<file path="config.mk">
export PLATFORM = sky130hd
export DESIGN_NAME = mac_tile_flat
export DESIGN_NICKNAME = d
export VERILOG_FILES = /design/src/rtl/mac_pkg.sv /design/src/rtl/mac_tile_if.sv /design/src/rtl/mac.sv /design/src/rtl/mac_tile.sv /design/src/flat_wrapper.sv
export SDC_FILE = /design/constraint.sdc
export NUM_CORES = 1
export LEC_CHECK = 0
export CAP_MARGIN = 20
export CORE_MARGIN = 3
export CORE_UTILIZATION = 50
export DETAILED_ROUTE_END_ITERATION = 16
export PLACE_DENSITY = 0.87
export SLEW_MARGIN = 20
export SYNTH_ARGS = -nofsm -noshare
export SYNTH_HDL_FRONTEND = slang
export SYNTH_SLANG_ARGS = --single-unit
</file>
<file path="constraint.sdc">
create_clock -name clk -period 7.06 [get_ports clk]
set_clock_uncertainty 0.15 [all_clocks]
set_input_delay 1.059 -clock clk [delete_from_list [all_inputs] [get_ports clk]]
set_output_delay 1.059 -clock clk [all_outputs]
set_load 0.01 [all_outputs]
</file>
<file path="src/rtl/mac_pkg.sv">
// Shared constants and types for the systolic-array MAC tile.
package mac_pkg;

    localparam int BW        = 4;
    localparam int PSUM_BW   = 16;
    localparam int INST_LOAD = 0;
    localparam int INST_EXEC = 1;

    typedef logic [1:0] inst_t;

endpackage

</file>
<file path="src/rtl/mac_tile_if.sv">
// West/north inputs and east/south outputs of one systolic tile.
interface mac_tile_if
    import mac_pkg::*;
#(
    parameter int bw      = BW,
    parameter int psum_bw = PSUM_BW
) ();

    logic [bw-1:0]      in_w;
    logic [bw-1:0]      out_e;
    inst_t              inst_w;
    inst_t              inst_e;
    logic [psum_bw-1:0] in_n;
    logic [psum_bw-1:0] out_s;

    modport master (
        output in_w, inst_w, in_n,
        input  out_e, inst_e, out_s
    );

    modport slave (
        input  in_w, inst_w, in_n,
        output out_e, inst_e, out_s
    );

endinterface

</file>
<file path="src/rtl/mac.sv">
// Multiply-accumulate: out = c + zext(a) * signed(b), wrapping modulo 2^psum_bw.
module mac
#(
    parameter int bw      = 4,
    parameter int psum_bw = 16
) (
    input  logic [bw-1:0]      a,
    input  logic [bw-1:0]      b,
    input  logic [psum_bw-1:0] c,
    output logic [psum_bw-1:0] out
);

    logic [2*bw:0]      a_ext_s;
    logic [2*bw:0]      b_ext_s;
    logic [2*bw:0]      product_s;
    logic [psum_bw-1:0] product_ext_s;

    // Exact product fits in 2*bw+1 signed bits, so a truncated multiply is exact.
    assign a_ext_s       = {{(bw + 1){1'b0}}, a};
    assign b_ext_s       = {{(bw + 1){b[bw-1]}}, b};
    assign product_s     = a_ext_s * b_ext_s;
    assign product_ext_s = {{(psum_bw - 2*bw - 1){product_s[2*bw]}}, product_s};
    assign out           = c + product_ext_s;

endmodule

</file>
<file path="src/rtl/mac_tile.sv">
// One systolic processing element: pipelines west/north inputs around a mac unit.
// Optional registered south output when MAC_TILE_OUT_REG_EN is defined.
module mac_tile
    import mac_pkg::*;
#(
    parameter int bw      = BW,
    parameter int psum_bw = PSUM_BW
) (
    input  logic       clk,
    input  logic       reset_n,
    mac_tile_if.slave  tile
);

    logic [bw-1:0]      a_q;
    logic [bw-1:0]      b_q;
    logic [psum_bw-1:0] c_q;
    inst_t              inst_q;
    logic               load_ready_q;
    logic [psum_bw-1:0] mac_s;
    logic               weight_capture_s;

    assign weight_capture_s = tile.inst_w[INST_LOAD] & load_ready_q;

    // Operand pipeline; the first load token is consumed here and not forwarded east.
    always_ff @(posedge clk or negedge reset_n) begin
        if (!reset_n) begin
            a_q          <= {bw{1'b0}};
            b_q          <= {bw{1'b0}};
            c_q          <= {psum_bw{1'b0}};
            inst_q       <= 2'b00;
            load_ready_q <= 1'b1;
        end else begin
            c_q               <= tile.in_n;
            inst_q[INST_EXEC] <= tile.inst_w[INST_EXEC];
            if (tile.inst_w != 2'b00) begin
                a_q <= tile.in_w;
            end
            if (weight_capture_s) begin
                b_q          <= tile.in_w;
                load_ready_q <= 1'b0;
            end
            if (!load_ready_q) begin
                inst_q[INST_LOAD] <= tile.inst_w[INST_LOAD];
            end
        end
    end

    mac #(
        .bw      (bw),
        .psum_bw (psum_bw)
    ) u_mac (
        .a   (a_q),
        .b   (b_q),
        .c   (c_q),
        .out (mac_s)
    );

    assign tile.out_e  = a_q;
    assign tile.inst_e = inst_q;

`ifdef MAC_TILE_OUT_REG_EN
    logic [psum_bw-1:0] out_s_q;

    // South output only updates on the edge after an execute token arrives.
    always_ff @(posedge clk or negedge reset_n) begin
        if (!reset_n) begin
            out_s_q <= {psum_bw{1'b0}};
        end else if (inst_q[INST_EXEC]) begin
            out_s_q <= mac_s;
        end
    end

    assign tile.out_s = out_s_q;
`else
    assign tile.out_s = mac_s;
`endif

endmodule

</file>
<file path="src/flat_wrapper.sv">
// flat-port wrapper written by rule: the top's interface ports become plain ports
module mac_tile_flat import mac_pkg::*;
#(
    parameter int bw      = BW,
    parameter int psum_bw = PSUM_BW
)
  (clk, reset_n, tile_in_w, tile_inst_w, tile_in_n, tile_out_e, tile_inst_e, tile_out_s);
  mac_tile_if #(.bw(bw), .psum_bw(psum_bw)) tile_i ();
  input  logic clk;
  input  logic reset_n;
  input wire logic [$bits(tile_i.in_w)-1:0] tile_in_w;
  input wire logic [$bits(tile_i.inst_w)-1:0] tile_inst_w;
  input wire logic [$bits(tile_i.in_n)-1:0] tile_in_n;
  output wire logic [$bits(tile_i.out_e)-1:0] tile_out_e;
  output wire logic [$bits(tile_i.inst_e)-1:0] tile_inst_e;
  output wire logic [$bits(tile_i.out_s)-1:0] tile_out_s;
  assign tile_i.in_w = tile_in_w;
  assign tile_i.inst_w = tile_inst_w;
  assign tile_i.in_n = tile_in_n;
  assign tile_out_e = tile_i.out_e;
  assign tile_inst_e = tile_i.inst_e;
  assign tile_out_s = tile_i.out_s;
  mac_tile #(.bw(bw), .psum_bw(psum_bw)) u_core (.clk(clk), .reset_n(reset_n), .tile(tile_i));
endmodule
</file>
==> flow_metrics.py, run 1 <==
metrics = {
    "run_status": {
        "outcome": "finished, final reports clean",
    },
    "grt": {
        "grt-ovfl-total": 0,
        "groute.usage.overall_pct": 17.0,
        "grt_pass1_wl_mm": 6.04,
        "grt_max_degree": 28,
        "number_of_global_route_vias_before_repair": 1435,
        "grt_antenna_before_repair": 0,
    },
    "cells_and_area": {
        "final_nets": 297,
        "layout.core_utilization_pct": 67.8,
        "antenna_cells_inserted": 0,
        "layout.area.seq_um2": 677,
        "post_route_insts_no_fill": 282,
        "mostFrequentLayoutCells": "sky130_fd_sc_hd__clkdlybuf4s50_1 (45), sky130_fd_sc_hd__ha_1 (32), sky130_fd_sc_hd__dfrtp_1 (26)",
        "multi_input_comb_area_um2": 1220,
        "area_growth_syn_to_layout_pct": 28.8,
        "final_common_cell": "sky130_fd_sc_hd__clkdlybuf4s50_1",
        "nFillCells": 291,
        "final_layout_size_suffix_gt1_share_pct": 8.55,
    },
    "timing": {
        "max_slew_violation_total_from_the_final_report": 0,
        "worst-slew-pin-transition_ns": 0.696,
        "timing.max_slew.rel_slack_pct": 53.2,
        "timing.final.hold_violations": 0,
        "min_period_over_period_pct": 94.0,
        "finalCriticalPeriod_ns": 6.64,
        "whs_ns": 0.352,
        "final-setup-viol-count": 0,
        "highest_clock_rate_mhz": 151,
        "rsz_0062_raised_after_global_routing": "no",
        "final.setup.tns_ns": 0,
    },
    "clock_tree": {
        "cts-htree-levels": 1,
        "post_cts_hold_buffer_count": 0,
        "clock_latency_ns": 0.27,
        "cts_resized": 0,
        "cts-root-buf": "sky130_fd_sc_hd__clkbuf_8",
        "cts-buffers-inserted": 3,
        "clock_path_buffers": 2,
        "cts_setup_buffers": 0,
        "cts_sinks": 27,
        "path_clk_slew_ns": 0.09,
        "tritoncts": "yes",
    },
    "synthesis": {
        "yosysWarningCount": 0,
        "yosys.area_share.simple_pct": 11.4,
        "synth.area.mux_share_pct": 5.18,
        "synth_adder_area_share_pct": 26.6,
        "synth-seq-area-share_pct": 34.6,
        "post_synth_num_cell_types": 32,
        "synth_top_family_by_area": "adder cells",
        "synth_cells": 184,
        "ys_ff_latch": 27,
        "syn-num-nets": 246,
        "post_synth_xor_area_fraction_pct": 8.06,
        "syn_area_um2": 1960,
        "synth_compound_area_share_pct": 11.1,
        "postSynthAreaPerCell_um2": 10.6,
    },
    "run": {
        "maxCapViolations": 0,
    },
    "worst_setup_path": {
        "crit_type": "reg -> out",
        "worst_ep_required_time_ns": 5.85,
        "worstSetupStartpointType": "flop",
        "timing.critical_path.arrival_ns": 5.43,
        "worst-path-max-fanout": 8,
        "endpoint_kind": "output pin",
    },
    "detailed_routing": {
        "initialDrtViolationCount": 39,
        "drt-wirelength-per-cell_um": 12.7,
        "firstDrtPassIters": 4,
        "drc": 0,
        "routed_wirelength_mm": 3.57,
        "detail_route.vias_per_cell": 5.16,
        "dr_total_vias": 1455,
        "antenna_violating_nets_post_route": 0,
    },
    "floorplan": {
        "fp-row-count": 22,
        "fp.coreArea_um2": 3720,
        "boundary_pins": 46,
        "die_area_um2": 4700,
        "die_span_in_y_um": 68.6,
        "dieWidth_um": 68.6,
        "initial_core_utilization_pct": 52.7,
    },
    "power_and_ir_drop": {
        "irDropWorstVdd_mv": 0.0862,
        "power.density_nw_per_um2": 121,
        "power_mw": 0.305,
        "power.leakage_nw": 1.23,
    },
    "placed_design": {
        "place_inst": 278,
        "finalWeightedCongestion": 0.785,
        "io_port_bufs": 45,
        "dp_hpwl_mm": 2.95,
    },
    "hold_path": {
        "hold_path_class": "reg -> reg",
    },
}
path summary, 6_finish.rpt:
| kind | from | end | slack (ns) | cells past startpoint |
|---|---|---|---|---|
| max in group asynchronous | reset_n | u_core.load_ready_q | 5.47 | 2 |
| hold reg to reg | u_core.load_ready_q | u_core.load_ready_q | 0.35 | 1 |
| hold / removal | u_core.load_ready_q | u_core.load_ready_q | 0.35 | 1 |
| setup / recovery | u_core.tile.out_e[0] | tile_out_s[14] | 0.42 | 17 |
| setup reg to reg | u_core.load_ready_q | u_core.b_q[1] | 5.80 | 2 |
| min in group asynchronous | reset_n | u_core.tile.out_e[1] | 1.00 | 2 |
worst max-delay path, stage by stage, from the launching register on:
cell                              delay (ns)
sky130_fd_sc_hd__dfrtp_1                0.42
sky130_fd_sc_hd__nand2b_1               0.18
sky130_fd_sc_hd__fa_1                   0.51
sky130_fd_sc_hd__fa_1                   0.58
sky130_fd_sc_hd__fa_1                   0.41
sky130_fd_sc_hd__inv_1                  0.06
sky130_fd_sc_hd__ha_1                   0.15
sky130_fd_sc_hd__a21oi_1                0.08
sky130_fd_sc_hd__o211ai_1               0.17
sky130_fd_sc_hd__a21oi_1                0.10
sky130_fd_sc_hd__xnor2_1                0.56
sky130_fd_sc_hd__ha_1                   0.43
sky130_fd_sc_hd__a21oi_1                0.21
sky130_fd_sc_hd__o21ai_0                0.16
sky130_fd_sc_hd__a21oi_2                0.26
sky130_fd_sc_hd__a31oi_1                0.14
sky130_fd_sc_hd__xor2_1                 0.14
sky130_fd_sc_hd__clkdlybuf4s50_1        0.54
metal layers:
layer,vias to the layer above,share of wire (%),global-route usage [%]
li1,735,-,-
met1,660,43,21.0
met2,52,49,30.0
met3,8,5.7,2.43
met4,0,1.8,6.20
met5,-,0,0
report_power, final:
group | switching, mW | internal [mW] | total, mW | leakage [nW]
sequential | 0.00498 | 0.162 | 0.167 | 0.323
clock | 0.0468 | 0.0395 | 0.0864 | 0.0255
combinational | 0.0196 | 0.0319 | 0.0515 | 0.883
synth_stat cells:
cell type / instances / area [um2]
sky130_fd_sc_hd__a2bb2oi_1: 1 / 8.76
sky130_fd_sc_hd__dfrtp_1: 26 / 651
sky130_fd_sc_hd__o21bai_2: 1 / 11.3
sky130_fd_sc_hd__and3b_1: 1 / 8.76
sky130_fd_sc_hd__ha_1: 32 / 400
sky130_fd_sc_hd__a21oi_1: 11 / 55.1
sky130_fd_sc_hd__nand4_1: 1 / 6.26
sky130_fd_sc_hd__nand3_1: 1 / 5.00
sky130_fd_sc_hd__nor2_1: 6 / 22.5
sky130_fd_sc_hd__o2bb2ai_2: 1 / 15.0
sky130_fd_sc_hd__a31oi_1: 2 / 12.5
sky130_fd_sc_hd__o211ai_1: 2 / 15.0
sky130_fd_sc_hd__a221oi_2: 1 / 15.0
sky130_fd_sc_hd__nand2b_1: 2 / 12.5
sky130_fd_sc_hd__dfstp_2: 1 / 26.3
sky130_fd_sc_hd__mux2_2: 9 / 101
sky130_fd_sc_hd__inv_1: 16 / 60.1
sky130_fd_sc_hd__and3_1: 1 / 6.26
sky130_fd_sc_hd__nor3_1: 1 / 5.00
sky130_fd_sc_hd__nor2b_1: 6 / 37.5
sky130_fd_sc_hd__nor3b_2: 1 / 12.5
sky130_fd_sc_hd__a211oi_1: 1 / 7.51
sky130_fd_sc_hd__o21ai_1: 4 / 20.0
sky130_fd_sc_hd__xor2_1: 7 / 61.3
sky130_fd_sc_hd__o21ai_0: 3 / 15.0
sky130_fd_sc_hd__o211a_1: 1 / 10.0
sky130_fd_sc_hd__fa_1: 6 / 120
sky130_fd_sc_hd__nand2_1: 17 / 63.8
sky130_fd_sc_hd__a21o_1: 3 / 22.5
sky130_fd_sc_hd__xnor2_1: 11 / 96.3
sky130_fd_sc_hd__and2_1: 7 / 43.8
sky130_fd_sc_hd__a21oi_2: 1 / 8.76
cells by family after synthesis:
group / Yosys count
compound gates: 32
flops: 27
fa+ha+maj: 38
simple gates: 44
mux: 9
buf+inv: 16
xor+xnor: 18
through the flow:
stage	cell area [um2]	worst slack (ns)
global placement	2470	0.890
floorplan	1960	1.49
CTS	2520	0.427
detailed placement	2470	0.752
global route	2520	0.0149
finish	2520	0.422
registers in the layout, indices dropped and copies added (netlist names):
signal / cells
u_core.c_q: 16
u_core.b_q: 4
u_core.tile.out_e: 4
u_core.tile.inst_e: 2
u_core.load_ready_q: 1
final cells by class:
class                           instances  share of cell area, %
Clock buffer                            3                   1.64
Multi-Input combinational cell        141                   48.4
Inverter                               16                   2.38
Tap cell                               48                   2.38
Timing Repair Buffer                   46                   18.2
Clock inverter                          1                  0.199
Sequential cell                        27                   26.8
Note: power is estimated with default switching activity, not from simulation.
==> run 2: changes to the inputs <==
Settings changed: ABC_CLOCK_PERIOD_IN_PS set to 7060, CORE_UTILIZATION 50 to 51, SETUP_SLACK_MARGIN set to 0.05, SYNTH_HIERARCHICAL set to 1.
==> run 2 against run 1 <==
  * Sequential cell count stayed put
  * Cell count grew 4.3%
  * Critical endpoint unchanged
  * Setup slack gained 0.019 ns
  * Register-to-register slack gained 0.03 ns
  * Global-route usage grew 0.20 points
  * Core utilization grew 2.2 points
  * Clock power up 0.7%
==> flow_metrics.py, run 2 <==
metrics = {
    "timing": {
        "rsz_0062_raised_after_global_routing": "no",
        "max_slew_violation_total_from_the_final_report": 0,
        "worst-slew-pin-transition_ns": 0.506,
        "timing.max_slew.rel_slack_pct": 66.1,
        "final.setup.tns_ns": 0,
        "highest_clock_rate_mhz": 151,
        "final-setup-viol-count": 0,
        "timing.final.hold_violations": 0,
        "min_period_over_period_pct": 93.8,
        "fin_ws_ns": 0.441,
        "finalCriticalPeriod_ns": 6.62,
    },
    "floorplan": {
        "die_span_in_y_um": 70.2,
        "fp-row-count": 22,
        "die_area_um2": 4930,
        "initial_core_utilization_pct": 55.0,
        "fp.coreArea_um2": 3830,
        "dieWidth_um": 70.2,
        "boundary_pins": 46,
    },
    "detailed_routing": {
        "dr_total_vias": 1600,
        "firstDrtPassIters": 4,
        "detail_route.vias_per_cell": 5.44,
        "routed_wirelength_mm": 4.29,
        "antenna_violating_nets_post_route": 0,
        "drc": 0,
        "drt-wirelength-per-cell_um": 14.6,
        "initialDrtViolationCount": 78,
    },
    "cells_and_area": {
        "area_growth_syn_to_layout_pct": 27.4,
        "final_nets": 309,
        "nFillCells": 276,
        "final_layout_size_suffix_gt1_share_pct": 8.13,
        "mostFrequentLayoutCells": "sky130_fd_sc_hd__clkdlybuf4s50_1 (45), sky130_fd_sc_hd__ha_1 (31), sky130_fd_sc_hd__dfrtp_1 (26)",
        "antenna_cells_inserted": 0,
        "largest_reg_flops": 16,
        "final_common_cell": "sky130_fd_sc_hd__clkdlybuf4s50_1",
        "post_route_insts_no_fill": 294,
        "regMostFlops": "u_core/c_q",
    },
    "grt": {
        "groute.usage.overall_pct": 17.2,
        "grt_max_degree": 28,
        "grt-ovfl-total": 0,
        "grt_antenna_before_repair": 0,
        "grt_pass1_wl_mm": 6.95,
        "number_of_global_route_vias_before_repair": 1543,
    },
    "clock_tree": {
        "clock_path_buffers": 2,
        "cts-htree-levels": 1,
        "post_cts_hold_buffer_count": 0,
        "cts-buffers-inserted": 3,
        "cts_sinks": 27,
        "tritoncts": "yes",
        "clock_latency_ns": 0.26,
        "path_clk_slew_ns": 0.09,
        "cts-root-buf": "sky130_fd_sc_hd__clkbuf_8",
    },
    "synthesis": {
        "fraction_of_post_synthesis_cell_area_in_the_top_cell_type_by_area_pct": 30.9,
        "synthTopCellsByCount": "sky130_fd_sc_hd__ha_1 (32), sky130_fd_sc_hd__dfrtp_1 (26), sky130_fd_sc_hd__inv_1 (18), sky130_fd_sc_hd__a21oi_1 (13), sky130_fd_sc_hd__nand2_1 (13)",
        "syn-num-nets": 261,
        "synth_cells": 199,
        "synth-seq-area-share_pct": 32.2,
        "yosysWarningCount": 6,
        "yosysMostFrequentCell": "sky130_fd_sc_hd__ha_1",
        "synth.largest_area_cell": "sky130_fd_sc_hd__dfrtp_1",
        "syn_area_um2": 2100,
        "post_synth_num_cell_types": 43,
        "postSynthAreaPerCell_um2": 10.6,
        "synth-main-ff-cell": "sky130_fd_sc_hd__dfrtp_1",
        "synth-edff-count": 0,
        "postSynth.asyncResetShare_pct": 100,
        "synth.area.top_cells": "sky130_fd_sc_hd__dfrtp_1 (31%), sky130_fd_sc_hd__ha_1 (19%), sky130_fd_sc_hd__fa_1 (5.7%)",
        "ys_ff_latch": 27,
    },
    "hold_path": {
        "hold_path_class": "reg -> reg",
        "hold_depth": 1,
    },
    "placed_design": {
        "post-place-ws_ns": 0.490,
        "io_port_bufs": 45,
        "place_inst": 290,
        "dp_hpwl_mm": 3.35,
        "finalWeightedCongestion": 0.962,
    },
    "worst_setup_path": {
        "crit_type": "reg -> out",
        "delay_of_the_slowest_cell_on_the_worst_path_ns": 0.55,
        "cp_slowest_cell": "sky130_fd_sc_hd__clkdlybuf4s50_1",
        "worst_ep_required_time_ns": 5.85,
        "timing.critical_path.arrival_ns": 5.41,
        "most_common_cell_on_crit_path": "sky130_fd_sc_hd__fa_1",
        "crit_path_cell_trace": "nand2b_1, fa_1, fa_1, fa_1, inv_1, ha_1, a21oi_1, o211ai_1, a21oi_2, xnor2_2, ha_1, a21o_1, o221ai_1, o311ai_2, a21oi_2, xnor2_1, clkdlybuf4s50_1",
        "ff2ff_path_depth": 2,
        "endpoint_kind": "output pin",
        "worst-path-max-fanout": 9,
        "worstSetupStartpointType": "flop",
    },
    "power_and_ir_drop": {
        "power.leakage_nw": 1.34,
        "power.density_nw_per_um2": 116,
        "irDropWorstVdd_mv": 0.0936,
    },
    "run_status": {
        "outcome": "finished, final reports clean",
    },
    "run": {
        "maxCapViolations": 0,
    },
}
==> run 2: cell families after synthesis <==
| kind of cell | after synthesis | synth area share, % |
|---|---|---|
| fa+ha+maj | 38 | 24.7 |
| mux | 9 | 4.82 |
| buf+inv | 21 | 3.92 |
| xor+xnor | 18 | 8.14 |
| compound gates | 45 | 15.6 |
| flops | 27 | 32.2 |
| simple gates | 41 | 10.6 |
==> run 2: area by class of cell <==
cell class,instances,area (um2),area share (%)
multi-input combinational,151,1370,51.2
sequential,27,677,25.2
timing repair buffer,46,458,17.1
inverter,18,67.6,2.52
tap,48,60.1,2.24
clock buffer,3,41.3,1.54
clock inverter,1,5.00,0.187
==> run 2: worst paths after layout <==
check                                startpoint             endpoint  slack, ns
hold reg to reg             u_core/load_ready_q  u_core/load_ready_q       0.36
max in group asynchronous               reset_n  u_core/load_ready_q       5.45
setup reg to reg            u_core/load_ready_q        u_core/b_q[1]       5.83
hold / removal              u_core/load_ready_q  u_core/load_ready_q       0.36
min in group asynchronous               reset_n       u_core/c_q[11]       1.00
setup / recovery           u_core/tile.out_e[0]       tile_out_s[14]       0.44
==> run 2: what timing repair did <==
| item | CTS | global route |
|---|---|---|
| endpoints found under the setup margin | 0 | 6 |
| gates resized for setup | 0 | 5 |
| buffers inserted | 0 | 0 |
==> run 2: power breakdown <==
part	internal [mW]	switching [mW]	leakage [nW]
Clock	0.0395	0.0475	0.0255
Combinational	0.0331	0.0230	0.994
Sequential	0.162	0.00530	0.323
==> run 2: layer usage <==
layer  GRT usage [%]  part of all wire [%]  vias up
li1                -                     -      795
met1            24.7                    47      767
met2            26.9                    48       34
met3            2.59                   3.6        4
met4            4.68                   1.0        0
met5               0                     0        -
==> run 2: critical path, delay by kind of cell, from the launching register on <==
| kind | cells | cell delay, ns |
|---|---|---|
| adders and majority gates | 5 | 2.20 |
| and+or+nand+nor | 1 | 0.18 |
| DFF | 1 | 0.42 |
| AOI/OAI and AO/OA | 7 | 1.37 |
| xor gates and xnor gates | 2 | 0.38 |
| buffers and inverters | 2 | 0.60 |
==> run 2: through the flow <==
| step | power, mW | util [%] | cell area [um2] | hold WS (ns) |
|---|---|---|---|---|
| after floorplan | 0.190 | - | 2100 | 0.330 |
| after global placement | 0.224 | 68.1 | 2610 | 0.341 |
| after detailed placement | 0.226 | 68.1 | 2610 | 0.346 |
| after CTS | 0.314 | 69.4 | 2650 | 0.361 |
| after global routing | 0.327 | 70.1 | 2680 | 0.366 |
| final | 0.310 | 70.1 | 2680 | 0.359 |
==> run 3: changes to the inputs <==
Settings changed: PLACE_DENSITY 0.87 to 0.89.
==> run 3 against run 2 <==
  * Sequential cell count unchanged
  * Worst hold slack improved by 0.0012 ns
  * Design area is 0.65% lower
  * Wire length down 4.3%
  * Register-to-register slack barely moved
  * Total power down 0.78%
  * Fmax shrank 1.6%
  * First-iteration DRC count rose by 2.6%
  * Clock power fell by 2%
  * Global-route usage grew 0.060 points
  * Setup slack got worse by 0.11 ns
  * Critical path type unchanged
  * Largest power group unchanged
==> flow_metrics.py, run 3 (synthesis gave the netlist of run 2 again) <==
metrics = {
    "cells_and_area": {
        "final_common_cell": "sky130_fd_sc_hd__clkdlybuf4s50_1",
        "largest_reg_flops": 16,
        "antenna_cells_inserted": 0,
        "final_nets": 309,
        "final_layout_size_suffix_gt1_share_pct": 7.32,
        "nFillCells": 265,
        "regMostFlops": "u_core/c_q",
        "layout.core_utilization_pct": 69.6,
        "area_growth_syn_to_layout_pct": 26.6,
        "mostFrequentLayoutCells": "sky130_fd_sc_hd__clkdlybuf4s50_1 (45), sky130_fd_sc_hd__ha_1 (31), sky130_fd_sc_hd__dfrtp_1 (26)",
    },
    "timing": {
        "highest_clock_rate_mhz": 149,
        "min_period_over_period_pct": 95.3,
        "rsz_0062_raised_after_global_routing": "yes",
        "final-setup-viol-count": 0,
        "timing.final.hold_violations": 0,
        "max_slew_violation_total_from_the_final_report": 0,
        "fin_ws_ns": 0.332,
        "final.setup.tns_ns": 0,
        "timing.max_slew.rel_slack_pct": 71.2,
        "finalCriticalPeriod_ns": 6.73,
        "worst-slew-pin-transition_ns": 0.430,
    },
    "worst_setup_path": {
        "most_common_cell_on_crit_path": "sky130_fd_sc_hd__fa_1",
        "origin_of_the_critical_flop_to_flop_path": "u_core/load_ready_q",
        "worst_ep_required_time_ns": 5.85,
        "cp_num_buf_inv": 2,
        "worstSetupStartpointType": "flop",
        "crit_type": "reg -> out",
        "crit_path_cell_trace": "nand2b_1, fa_1, fa_1, fa_1, inv_1, ha_1, a21oi_1, o211ai_1, a21oi_1, xnor2_2, ha_1, and3_1, o21ai_0, o311ai_2, a21oi_2, xnor2_1, clkdlybuf4s50_1",
        "cp_slowest_cell": "sky130_fd_sc_hd__clkdlybuf4s50_1",
        "cp_top_family": "adder cells",
        "endpoint_kind": "output pin",
        "worst-path-max-fanout": 9,
        "timing.critical_path.arrival_ns": 5.52,
        "delay_of_the_slowest_cell_on_the_worst_path_ns": 0.56,
        "worst_setup_path_startpoint": "u_core/tile.out_e[0]",
        "rrSetupSlack_ns": 5.83,
    },
    "grt": {
        "layer_carrying_the_most_global_route_usage": "met2",
        "grt_antenna_before_repair": 0,
        "groute.usage.overall_pct": 17.3,
        "globalRouteMet2Util_pct": 27.7,
        "grt-ovfl-total": 0,
        "grtUsageMet1_pct": 24.6,
        "met3_use_gr_pct": 1.87,
        "grt_max_degree": 28,
        "number_of_global_route_vias_before_repair": 1634,
        "grt_pass1_wl_mm": 7.02,
    },
    "floorplan": {
        "fp.coreArea_um2": 3830,
        "dieWidth_um": 70.2,
        "fp-row-count": 22,
        "die_span_in_y_um": 70.2,
        "initial_core_utilization_pct": 55.0,
        "boundary_pins": 46,
        "die_area_um2": 4930,
    },
    "run_status": {
        "outcome": "finished, final reports clean",
    },
    "hold_path": {
        "hold_path_startpoint": "u_core/tile.inst_e[0]",
        "hold_path_class": "reg -> reg",
    },
    "run": {
        "maxCapViolations": 0,
    },
    "clock_tree": {
        "path_clk_slew_ns": 0.09,
        "clock_path_buffers": 2,
        "clock_latency_ns": 0.26,
        "cts-root-buf": "sky130_fd_sc_hd__clkbuf_8",
        "cts_sinks": 27,
        "cts-buffers-inserted": 3,
        "cts-htree-levels": 1,
        "post_cts_hold_buffer_count": 0,
        "tritoncts": "yes",
    },
    "placed_design": {
        "dp_hpwl_mm": 3.30,
        "post-place-ws_ns": 0.562,
        "io_port_bufs": 45,
        "finalWeightedCongestion": 0.968,
    },
    "power_and_ir_drop": {
        "irDropWorstVdd_mv": 0.0904,
        "combinationalPowerShare_pct": 18.1,
        "seq_power_share_pct": 54.2,
        "power.density_nw_per_um2": 116,
        "p_sw_mw": 0.0738,
        "clock_power_share_pct": 27.7,
        "cell_internal_pwr_mw": 0.234,
        "netSwitchingFraction_pct": 24.0,
        "power.leakage_nw": 1.34,
    },
    "detailed_routing": {
        "detail_route.vias_per_cell": 5.52,
        "antenna_violating_nets_post_route": 0,
        "initialDrtViolationCount": 80,
        "firstDrtPassIters": 4,
        "drc": 0,
        "routed_wirelength_mm": 4.10,
        "dr_total_vias": 1622,
        "drt-wirelength-per-cell_um": 14.0,
    },
}
==> run 3: metal layers <==
metal,routed length [um],vias to the layer above,share of wire [%]
met1,1930,773,47
met2,1930,56,47
li1,-,789,-
met4,42,0,1.0
met5,0,-,0
met3,201,4,4.9
==> run 3: power groups by stage <==
stage | sequential (mW) | combinational [mW] | clock (mW)
floorplan | 0.170 | 0.0206 | 0
global placement | 0.170 | 0.0547 | 0
detailed placement | 0.170 | 0.0557 | 0
CTS | 0.167 | 0.0561 | 0.0878
global route | 0.168 | 0.0605 | 0.0948
finish | 0.167 | 0.0557 | 0.0851
==> run 3: repair_timing <==
action	CTS	global route
setup buffers	0	0
endpoints found under the setup margin	0	4
resized for setup	0	2
==> run 3: final timing paths <==
check / endpoint / depth (start not counted)
setup / recovery: tile_out_s[14] / 17
hold / removal: u_core/tile.inst_e[0] / 1
setup reg to reg: u_core/b_q[0] / 2
hold reg to reg: u_core/tile.inst_e[0] / 1
max in group asynchronous: u_core/load_ready_q / 2
min in group asynchronous: u_core/c_q[11] / 2
==> run 3: layout make-up <==
| class | count | area [um2] | area share, % |
|---|---|---|---|
| tap | 48 | 60.1 | 2.25 |
| clock inverter | 1 | 5.00 | 0.188 |
| timing repair buffer | 46 | 458 | 17.2 |
| clock buffer | 3 | 41.3 | 1.55 |
| multi-input combinational | 151 | 1360 | 50.9 |
| inverter | 18 | 67.6 | 2.54 |
| sequential | 27 | 677 | 25.4 |
==> run 3: through the flow <==
step	instances	total power [mW]	hold slack, ns	cell area (um2)
4_1_cts	294	0.311	0.363	2650
5_1_grt	294	0.323	0.369	2660
6_report	294	0.308	0.361	2660
2_1_floorplan	199	0.190	0.330	2100
3_3_place_gp	290	0.225	0.338	2610
3_5_place_dp	290	0.226	0.344	2610
